<file path="src/rtl/ram_ctrl_pkg.sv">
// Shared definitions for the RAM burst controller: FSM state encoding and
// address-width derivation from the RAM depth.
package ram_ctrl_pkg;

  typedef enum logic [2:0] {
    StIdle    = 3'd0,
    StWrite   = 3'd1,
    StRdIssue = 3'd2,
    StRdWait  = 3'd3,
    StRdHold  = 3'd4
  } ctrl_state_e;

  // A single-word RAM still needs a one-bit address port.
  function automatic int unsigned addr_width(input int unsigned depth);
    return (depth > 1) ? $clog2(depth) : 1;
  endfunction

endpackage

</file>
<file path="src/rtl/ram_burst_controller.sv">
// Burst sequencer mastering a single-port RAM: expands one command into
// word-by-word accesses at consecutive (wrapping) addresses.
module ram_burst_controller
  import ram_ctrl_pkg::*;
#(
  parameter int unsigned DATA_WIDTH = 8,
  parameter int unsigned DEPTH      = 16,
  localparam int unsigned AW        = addr_width(DEPTH)
) (
  input  logic                  clk,
  input  logic                  rst_n,
  input  logic                  cmd_valid,
  output logic                  cmd_ready,
  input  logic                  cmd_write,
  input  logic [AW-1:0]         cmd_addr,
  input  logic [AW-1:0]         cmd_len,
  input  logic [DATA_WIDTH-1:0] cmd_mask,
  input  logic                  wdata_valid,
  output logic                  wdata_ready,
  input  logic [DATA_WIDTH-1:0] wdata,
  output logic                  rdata_valid,
  input  logic                  rdata_ready,
  output logic [DATA_WIDTH-1:0] rdata,
  output logic                  rdata_last,
  output logic                  done,
  output logic                  ram_enable,
  output logic                  ram_we,
  output logic [AW-1:0]         ram_addr,
  output logic [DATA_WIDTH-1:0] ram_data_in,
  output logic [DATA_WIDTH-1:0] ram_write_mask,
  input  logic [DATA_WIDTH-1:0] ram_data_out,
  input  logic                  ram_busy
);

  localparam logic [AW-1:0] AddrOne = AW'(1);
  localparam logic [AW:0]   CntOne  = (AW + 1)'(1);

  ctrl_state_e           state_q, state_d;
  logic [AW-1:0]         addr_q, addr_d;
  // Remaining beats; one extra bit so a full-depth burst fits.
  logic [AW:0]           cnt_q, cnt_d;
  logic [DATA_WIDTH-1:0] mask_q, mask_d;
  logic [DATA_WIDTH-1:0] rdata_q, rdata_d;
  logic                  last_beat;
  logic                  wr_beat;

  assign last_beat = (cnt_q == CntOne);
  assign rdata     = rdata_q;

  always_ff @(posedge clk or negedge rst_n) begin
    if (!rst_n) begin
      state_q <= StIdle;
      addr_q  <= '0;
      cnt_q   <= '0;
      mask_q  <= '0;
      rdata_q <= '0;
    end else begin
      state_q <= state_d;
      addr_q  <= addr_d;
      cnt_q   <= cnt_d;
      mask_q  <= mask_d;
      rdata_q <= rdata_d;
    end
  end

  always_comb begin
    state_d        = state_q;
    addr_d         = addr_q;
    cnt_d          = cnt_q;
    mask_d         = mask_q;
    rdata_d        = rdata_q;
    wr_beat        = 1'b0;
    cmd_ready      = 1'b0;
    wdata_ready    = 1'b0;
    rdata_valid    = 1'b0;
    rdata_last     = 1'b0;
    done           = 1'b0;
    ram_enable     = 1'b0;
    ram_we         = 1'b0;
    ram_addr       = '0;
    ram_data_in    = '0;
    ram_write_mask = '0;

    unique case (state_q)
      StIdle: begin
        cmd_ready = 1'b1;
        if (cmd_valid) begin
          addr_d  = cmd_addr;
          cnt_d   = {1'b0, cmd_len} + CntOne;
          mask_d  = cmd_mask;
          state_d = cmd_write ? StWrite : StRdIssue;
        end
      end

      StWrite: begin
        wdata_ready = !ram_busy;
        wr_beat     = wdata_valid && !ram_busy;
        ram_enable  = wr_beat;
        ram_we      = wr_beat;
        ram_addr    = addr_q;
        if (wr_beat) begin
          ram_data_in    = wdata;
          ram_write_mask = mask_q;
          addr_d         = addr_q + AddrOne;
          cnt_d          = cnt_q - CntOne;
          if (last_beat) begin
            done    = 1'b1;
            state_d = StIdle;
          end
        end
      end

      StRdIssue: begin
        if (!ram_busy) begin
          ram_enable = 1'b1;
          ram_addr   = addr_q;
          state_d    = StRdWait;
        end
      end

      // RAM output is registered: data for the issued read is visible now.
      StRdWait: begin
        rdata_d = ram_data_out;
        state_d = StRdHold;
      end

      StRdHold: begin
        rdata_valid = 1'b1;
        rdata_last  = last_beat;
        if (rdata_ready) begin
          addr_d = addr_q + AddrOne;
          cnt_d  = cnt_q - CntOne;
          if (last_beat) begin
            done    = 1'b1;
            state_d = StIdle;
          end else begin
            state_d = StRdIssue;
          end
        end
      end

      default: state_d = StIdle;
    endcase
  end

endmodule

</file>
<file path="config.mk">
export PLATFORM = sky130hd
export DESIGN_NAME = ram_burst_controller
export DESIGN_NICKNAME = d
export VERILOG_FILES = /design/src/rtl/ram_ctrl_pkg.sv /design/src/rtl/ram_burst_controller.sv
export SDC_FILE = /design/constraint.sdc
export NUM_CORES = 1
export LEC_CHECK = 0
export ABC_AREA = 1
export CORE_ASPECT_RATIO = 0.7
export CORE_MARGIN = 8
export CORE_UTILIZATION = 46
export CTS_CLUSTER_DIAMETER = 80
export CTS_CLUSTER_SIZE = 40
export DETAILED_ROUTE_END_ITERATION = 12
export HOLD_SLACK_MARGIN = 0.1
export PLACE_DENSITY = 0.94
export SLEW_MARGIN = 20
export SYNTH_ARGS = -nofsm -noshare
export SYNTH_HDL_FRONTEND = slang
export SYNTH_SLANG_ARGS = --single-unit
</file>
<file path="constraint.sdc">
create_clock -name clk -period 2.93 [get_ports clk]
set_input_delay 0.7325 -clock clk [delete_from_list [all_inputs] [get_ports clk]]
set_output_delay 0.7325 -clock clk [all_outputs]
set_load 0.03 [all_outputs]
</file>
==> impl_metrics.toml, run 1 <==
[layout]
fin_nets = 364
diodes = 0
design_area_mm2 = 0.002537
drive_gt1_share_pct = 17.81
area_growth_pct = 45.17
fillCellCount = 286

[logic_synthesis]
ys_ff_latch = 28
synth-xor-area-share_pct = 1.002
synth_top_family_by_area = "simple AND/OR/NAND/NOR gates"
synth_cell_types = 23
synthAdderAreaFrac_pct = 2.863
synth-main-ff-cell = "dfrtp_1"
avgSynthCellArea_um2 = 7.223
yosysMostFrequentCell = "nand2_1"
synth_mux_area_share_pct = 5.154
synth_edf_count = 0
synth_commonest_cells = "nand2_1, nor2_1, dfrtp_1, inv_1, nand3_1"
synth.top_cell.area_share_pct = 40.09
yosysSeqAreaShare_pct = 40.09
syn-cell-area_mm2 = 0.001748
async_reset_ff_share_pct = 100.0
synth.largest_area_cell = "dfrtp_1"
synth_compound_area_share_pct = 2.577
yosysWarnings = 0
synthTopCellsByArea = "dfrtp_1, nand2_1, nor2_1, nand3_1, mux2_2"
synthCells = 242
yosys.area_share.simple_pct = 40.73
syn-num-nets = 285

[setup_path]
path_buf_inv = 2
worst-setup-path-type = "register to primary output"
slowest_delay_ns = 0.72
ff2ff_setup_slack_ns = 1.28
cp_max_fo = 4
endpoint_kind = "primary output"
r2r_end = "cnt_q[0]"
critPathRequiredTime_ns = 2.20
ff2ff_path_depth = 8
cp-start-kind = "register"
cp_slowest_cell = "clkdlybuf4s50_1"
rr_startpoint = "state_q[2]"
worstPathArrival_ns = 2.07
path_cells = "nor2_1 -> inv_1 -> nor3_1 -> clkdlybuf4s50_1"
critical-path-top-delay-family = "buffers and inverters"

[grt]
grt_pass1_wl_mm = 7.327
grtUsageTotal_pct = 15.17
grt_pass1_vias = 1659
gr-total-overflow = 0
antenna_found_initial = 0
grt_max_degree = 29

[placed_design]
place_hpwl_mm = 3.835
port-buffer-count = 73
globalplace.congestion = 0.9059
post_dp_cell_area_mm2 = 0.002482
dp_slack_ns = 0.1927

[sta]
fin_crit_ns = 2.805
finClkSkew_ns = 0.006024
maxSlewHeadroom_pct = 72.85
fin_crit_sh_pct = 95.74
fmax_mhz = 356.5
rsz0062_at_grt = "no"
fin_ws_ns = 0.1248
slew_violations = 0
worst-slew-pin-transition_ns = 0.4060
finalHoldViolCount = 0
setup_violations = 0
finalSetupTns_ns = 0

[cts]
numCtsBuffers = 3
cts_root_buffer = "clkbuf_8"
postCtsResizedCells = 0
numClockSinks = 28
cts_tree = "done"
cts_buffer_depth = 2
cts-hold-fix-buffers = 0
clk_pin_slew_worst_paths_ns = 0.10
ctsHtreeMaxLevel = 1
clkLatencyLatePin_ns = 0.28
cts_setup_buffers = 0

[die]
core-area_mm2 = 0.003581
die_x_um = 89.68
start_util_pct = 48.81
die_area_mm2 = 0.006060
num_rows = 18
ioPinCount = 74
die_h_um = 67.58

[routing]
vias = 1787
wl_per_cell_um = 13.04
firstDrtPassIters = 4
drc = 0
ant_nets = 0
viasPerCell = 4.830
drt_iter0_drc = 90
postRouteWirelength_mm = 4.825

[hold_path]
min_path_type = "register to register"
hold_depth = 2
min-delay-start = "mask_q[1]"
whs_endpoint = "mask_q[1]"

[power_and_ir_drop]
p_per_area_mw_per_mm2 = 989.3
vdd_drop_max_mv = 0.6253
leakagePower_uw = 0.001315

[outcome]
status = "finished, final reports clean"

[flow_run]
max-cap-violations = 0
[registers in the layout (all words and copies together), names as in the netlist]
name	flops
state_q	3
rdata	8
addr_q	4
mask_q	8
cnt_q	5
[cells in the final DEF (no fill, tap or decap), drive strengths merged]
| cell type | netlist | routed |
|---|---|---|
| nand2 | 104 | 104 |
| nand3b | 2 | 2 |
| clkdlybuf4s50 | 0 | 50 |
| ha | 4 | 4 |
| clkbuf | 1 | 4 |
| nor2 | 34 | 34 |
| dfrtp | 28 | 28 |
| nor3 | 1 | 1 |
| xor2 | 2 | 2 |
| nand3 | 20 | 20 |
| mux2 | 8 | 8 |
| buf | 4 | 29 |
| o21ai | 3 | 3 |
| inv | 23 | 23 |
| nand4 | 5 | 5 |
| a21oi | 3 | 3 |
[logic make-up after synthesis]
kind of cell	after synthesis
multiplexers	8
AO/OA/AOI/OAI	6
buffers and inverters	28
flip-flops	28
AND/OR/NAND/NOR	166
XOR/XNOR	2
adder cells (fa/ha/maj)	4
[worst reg2reg max path: stages (launching register included)]
cell and delay, ns:
dfrtp_1 0.44, inv_2 0.14, nand3_2 0.11, buf_4 0.22, inv_1 0.13, nand2_2 0.11, a21oi_4 0.29, nand2_1 0.09
nand2_1 0.07
[stage by stage]
step | instances | utilization [%] | hold slack, ns | total power (uW)
4_1_cts | 370 | 70.86 | 0.4834 | 2519
3_5_place_dp | 366 | 69.32 | 0.4592 | 2270
6_report | 370 | 70.86 | 0.4810 | 2510
5_1_grt | 370 | 70.86 | 0.4987 | 2694
3_3_place_gp | 366 | 69.32 | 0.4555 | 2211
2_1_floorplan | 242 | - | 0.4369 | 1783
[final cells by class]
class                      count  area, um2  share of cell area, %
inverter                      23      86.33                  3.402
multi-input combinational    186      914.6                  36.05
timing repair buffer          79      718.2                  28.30
clock buffer                   4      55.05                  2.170
tap                           50      62.56                  2.465
sequential                    28      700.7                  27.61
[routing by layer]
| layer | GRT usage (%) | share of wire (%) | vias to the layer above | wire (um) |
|---|---|---|---|---|
| li1 | - | - | 908 | - |
| met1 | 18.10 | 41 | 802 | 2000 |
| met2 | 25.59 | 44 | 72 | 2121 |
| met3 | 5.697 | 14 | 5 | 661 |
| met4 | 3.093 | 0.87 | 0 | 42 |
| met5 | 0 | 0 | - | 0 |
[worst max path at each step]
stage	from	end	slack [ns]	cells after the start
6_report	cnt_q[2]	rdata_last	0.12	4
5_1_grt	state_q[1]	rdata_last	0.12	4
4_1_cts	ram_busy	wdata_ready	0.18	3
3_5_place_dp	ram_busy	wdata_ready	0.19	3
3_3_place_gp	ram_busy	wdata_ready	0.23	3
2_1_floorplan	wdata_valid	ram_data_in[0]	0.52	5
[power breakdown]
group / total, uW / switching, uW / internal (uW)
clock: 244 / 124 / 121
sequential: 721 / 145 / 576
combinational: 1540 / 962 / 583
No activity file was read; power rests on OpenSTA's default activity.
==> run 2: changes to the inputs <==
--- a/config.mk
+++ b/config.mk
@@ -8,12 +8,12 @@
 export ABC_AREA = 1
 export CORE_ASPECT_RATIO = 0.7
 export CORE_MARGIN = 8
-export CORE_UTILIZATION = 46
+export CORE_UTILIZATION = 29
 export CTS_CLUSTER_DIAMETER = 80
 export CTS_CLUSTER_SIZE = 40
 export DETAILED_ROUTE_END_ITERATION = 12
 export HOLD_SLACK_MARGIN = 0.1
-export PLACE_DENSITY = 0.94
+export PLACE_DENSITY = 0.66
 export SLEW_MARGIN = 20
 export SYNTH_ARGS = -nofsm -noshare
 export SYNTH_HDL_FRONTEND = slang
==> impl_metrics.toml, run 2 (synthesis results as in run 1) <==
[sta]
finClkSkew_ns = 0.01267
fin_crit_ns = 2.756
rsz0062_at_grt = "no"
fmax_mhz = 362.8
maxSlewHeadroom_pct = 70.08
setup_violations = 0
fin_ws_ns = 0.1737
finalHoldViolCount = 0
slew_violations = 0
fin_crit_sh_pct = 94.07
worst-slew-pin-transition_ns = 0.4442
finalSetupTns_ns = 0

[die]
die_h_um = 80.96
ioPinCount = 74
num_rows = 23
die_area_mm2 = 0.008807
start_util_pct = 30.22
die_x_um = 108.8
core-area_mm2 = 0.005784

[flow_run]
max-cap-violations = 0

[layout]
fillCellCount = 593
layout_common_cells = "nand2_1, clkdlybuf4s50_1, nor2_1"
diodes = 0
final_cells = 394
fin_nets = 363
layout_commonest_cell = "nand2_1"
area_growth_pct = 49.03
design_area_mm2 = 0.002605
drive_gt1_share_pct = 17.55

[hold_path]
hold_depth = 2
min_path_type = "register to register"

[routing]
viasPerCell = 4.487
drt_iter0_drc = 82
postRouteWirelength_mm = 5.120
drc = 0
wl_per_cell_um = 12.99
vias = 1768
ant_nets = 0
firstDrtPassIters = 4

[setup_path]
critical-path-top-delay-family = "buffers and inverters"
ff2ff_path_depth = 9
crit_path_frequent_cell = "clkdlybuf4s50_1"
cp-start-kind = "input port"
worst-setup-path-type = "input port to primary output"
critPathRequiredTime_ns = 2.20
slowest_delay_ns = 0.68
cp_max_fo = 3
ff2ff_setup_slack_ns = 1.29
path_buf_inv = 2
path_cells = "clkdlybuf4s50_1 -> nor2_1 -> clkdlybuf4s50_1"
worstPathArrival_ns = 2.02
crit_cells = 3
cp_slowest_cell = "clkdlybuf4s50_1"
endpoint_kind = "primary output"

[grt]
gr-total-overflow = 0
grt_pass1_wl_mm = 8.714
grtUsageTotal_pct = 12.10
grt_pass1_vias = 1870
grt_max_degree = 29
antenna_found_initial = 0

[cts]
numCtsBuffers = 3
clkLatencyLatePin_ns = 0.28
numClockSinks = 28
clk_pin_slew_worst_paths_ns = 0.11
cts_buffer_depth = 2
cts_setup_buffers = 0
ctsHtreeMaxLevel = 1
cts_root_buffer = "clkbuf_8"
cts_tree = "done"

[placed_design]
dp_cells = 390
place_hpwl_mm = 3.976
dp_slack_ns = 0.1655
port-buffer-count = 73
post_dp_cell_area_mm2 = 0.002531
globalplace.congestion = 0.8313

[outcome]
status = "finished, final reports clean"

[power_and_ir_drop]
power_uw = 2611
p_per_area_mw_per_mm2 = 1002
vdd_drop_max_mv = 0.4375
leakagePower_uw = 0.001341
-- run 2: cell types whose count changed in the layout (fill, tap and decap cells not counted) --
cell	delta
bufinv_16	+1
clkbuf_8	-1
clkdlybuf4s50_1	-1
buf_4	-3
dlymetal6s2s_1	+1
buf_12	+2
-- run 2: per-layer routing --
layer,track usage (%),part of all wire (%),routed length [um],vias up
li1,-,-,-,916
met1,15.46,48,2455,790
met2,19.68,41,2117,60
met3,4.348,10,526,2
met4,1.633,0.41,21,0
met5,0,0,0,-
-- run 2: worst paths after layout --
check                         endpoint  startpoint
min in group asynchronous     cnt_q[0]       rst_n
min reg2reg                  mask_q[4]   mask_q[4]
max                        wdata_ready    ram_busy
max in group asynchronous     rdata[1]       rst_n
min                          mask_q[4]   mask_q[4]
max reg2reg                   cnt_q[1]  state_q[2]
-- run 2: worst min-delay path, cell delays in order (launching register included) --
cell and delay (ns):
dfrtp_1 0.36, nand2_1 0.05, nand2_1 0.04
-- run 2: where the power goes --
part | switching (uW) | internal, uW
combinational | 974 | 606
clock | 129 | 183
sequential | 143 | 575
total | 1250 | 1360
-- run 2: area by class of cell --
cell class | count | area (um2) | area share, %
Clock buffer | 3 | 41.29 | 1.585
Clock inverter | 1 | 30.03 | 1.153
Inverter | 23 | 86.33 | 3.314
Multi-Input combinational cell | 186 | 914.6 | 35.11
Sequential cell | 28 | 700.7 | 26.90
Tap cell | 75 | 93.84 | 3.602
Timing Repair Buffer | 78 | 738.2 | 28.34
-- run 2: metrics by stage --
step                hold slack (ns)  utilization [%]
floorplan                    0.4369                -
global placement             0.4545            43.76
detailed placement           0.4602            43.76
CTS                          0.4882            44.99
global route                 0.5077            45.04
finish                       0.4804            45.04
-- run 2: repair_timing --
item,in CTS,in global routing
gates resized for setup,0,1
endpoints found under the setup margin,0,1
hold buffers,0,0
==> run 3: changes to the inputs <==
--- a/config.mk
+++ b/config.mk
@@ -8,12 +8,14 @@
 export ABC_AREA = 1
 export CORE_ASPECT_RATIO = 0.7
 export CORE_MARGIN = 8
-export CORE_UTILIZATION = 29
+export CORE_UTILIZATION = 44
 export CTS_CLUSTER_DIAMETER = 80
 export CTS_CLUSTER_SIZE = 40
 export DETAILED_ROUTE_END_ITERATION = 12
 export HOLD_SLACK_MARGIN = 0.1
-export PLACE_DENSITY = 0.66
+export PLACE_DENSITY = 0.9
+export SETUP_SLACK_MARGIN = 0.2
+export SKIP_LAST_GASP = 1
 export SLEW_MARGIN = 20
 export SYNTH_ARGS = -nofsm -noshare
 export SYNTH_HDL_FRONTEND = slang
==> impl_metrics.toml, run 3 (synthesis results as in run 1) <==
[outcome]
status = "finished, final reports clean"

[setup_path]
cp_slowest_cell = "clkdlybuf4s50_1"
critical-path-top-delay-family = "buffers and inverters"
worst-setup-path-type = "input port to primary output"
cp-start-kind = "input port"
worstPathArrival_ns = 1.93
path_cells = "clkdlybuf4s50_1 -> buf_4 -> o21ai_0 -> buf_12"
critPathRequiredTime_ns = 2.20
slowest_delay_ns = 0.46
path_buf_inv = 3
endpoint_kind = "primary output"
cp_max_fo = 3

[grt]
grtUsageTotal_pct = 15.75
grt_pass1_vias = 1734
grt_pass1_wl_mm = 8.093
grt_max_degree = 29
gr-total-overflow = 0
antenna_found_initial = 0

[routing]
wl_per_cell_um = 12.93
wl_met1_mm = 2.289
top_layer_used = "met4"
vias = 1790
drt_iter0_drc = 117
firstDrtPassIters = 4
ant_nets = 0
postRouteWirelength_mm = 4.810
wl_met2_mm = 1.966
wl_met3_um = 524
viasPerCell = 4.812
drc = 0

[cts]
numClockSinks = 28
clk_pin_slew_worst_paths_ns = 0.09
cts_buffer_depth = 2
ctsHtreeMaxLevel = 1
cts_tree = "done"
cts_root_buffer = "clkbuf_8"
clkLatencyLatePin_ns = 0.27
numCtsBuffers = 3

[sta]
maxSlewHeadroom_pct = 69.16
slew_violations = 0
fin_crit_sh_pct = 91.00
rsz0062_at_grt = "yes"
finalSetupTns_ns = 0
fin_crit_ns = 2.666
worst-slew-pin-transition_ns = 0.4578
fmax_mhz = 375.1
finalHoldViolCount = 0
setup_violations = 0
finClkSkew_ns = 0.005357

[die]
core-area_mm2 = 0.003875
ioPinCount = 74
num_rows = 19
die_h_um = 68.74
die_area_mm2 = 0.006278
die_x_um = 91.34
start_util_pct = 45.11

[power_and_ir_drop]
p_per_area_mw_per_mm2 = 999.8
vdd_drop_max_mv = 0.5179
leakagePower_uw = 0.001347

[placed_design]
globalplace.congestion = 0.8540
place_hpwl_mm = 3.719
dp_cells = 367
port-buffer-count = 73

[hold_path]
min_path_type = "register to register"

[layout]
diodes = 0
layout_commonest_cell = "nand2_1"
area_growth_pct = 47.39
layout_common_cells = "nand2_1, clkdlybuf4s50_1, nor2_1"
drive_gt1_share_pct = 18.13
final_cells = 372
fin_nets = 364
post-route-util_pct = 66.48

[flow_run]
max-cap-violations = 0
run 3: cell count changes in the layout (fill, tap and decap cells not counted):
cell,previous run,this run
clkdlybuf4s50_1,49,48
buf_4,26,27
nor2_1,31,30
dlygate4sd2_1,0,1
buf_6,0,1
nor2_2,3,4
buf_12,2,1
run 3: cell type report:
cell class	count	area (um2)
Fill cell	327	1299
Multi-Input combinational cell	186	917.1
Timing Repair Buffer	79	735.7
Sequential cell	28	700.7
Inverter	23	86.33
Tap cell	52	65.06
Clock buffer	3	41.29
Clock inverter	1	30.03
run 3: routing by layer:
layer,vias up,global-route usage (%)
met2,81,24.32
met1,794,21.10
met4,0,1.826
met5,-,0
li1,911,-
met3,4,6.162
run 3: tightest hold or removal path: cells and delay by family, from the launching register on:
family,cells,cell delay [ns]
flops,1,0.35
simple gates,2,0.09
run 3: path summary, 6_finish.rpt:
| path | endpoint | cells after the start | start | slack [ns] |
|---|---|---|---|---|
| hold reg to reg | mask_q[6] | 2 | mask_q[6] | 0.48 |
| max in group asynchronous | cnt_q[1] | 2 | rst_n | 1.84 |
| hold / removal | mask_q[6] | 2 | mask_q[6] | 0.48 |
| setup / recovery | ram_enable | 4 | ram_busy | 0.26 |
| min in group asynchronous | rdata[0] | 2 | rst_n | 0.82 |
| setup reg to reg | cnt_q[1] | 9 | state_q[2] | 1.24 |
run 3: timing repair:
item                                    4_1_cts  5_1_grt
hold buffers                                  0        0
gates resized for setup                       1        3
endpoints found under the hold margin         0        0
buffers inserted                              0        1
endpoints found under the setup margin        1       21
run 3: stage by stage:
| step | total power [uW] | setup WS, ns | instance area [um2] | hold slack (ns) |
|---|---|---|---|---|
| after global routing | 2805 | 0.1698 | 2576 | 0.5158 |
| after global placement | 2230 | 0.2189 | 2490 | 0.4569 |
| after CTS | 2596 | 0.2026 | 2560 | 0.4839 |
| after detailed placement | 2276 | 0.2105 | 2490 | 0.4598 |
| after floorplan | 1783 | 0.5229 | 1748 | 0.4369 |
| final | 2576 | 0.2638 | 2576 | 0.4781 |
run 3: report_power, final:
part / switching, uW / internal [uW]
combinational: 958 / 595
clock: 120 / 183
sequential: 144 / 576
total: 1220 / 1350
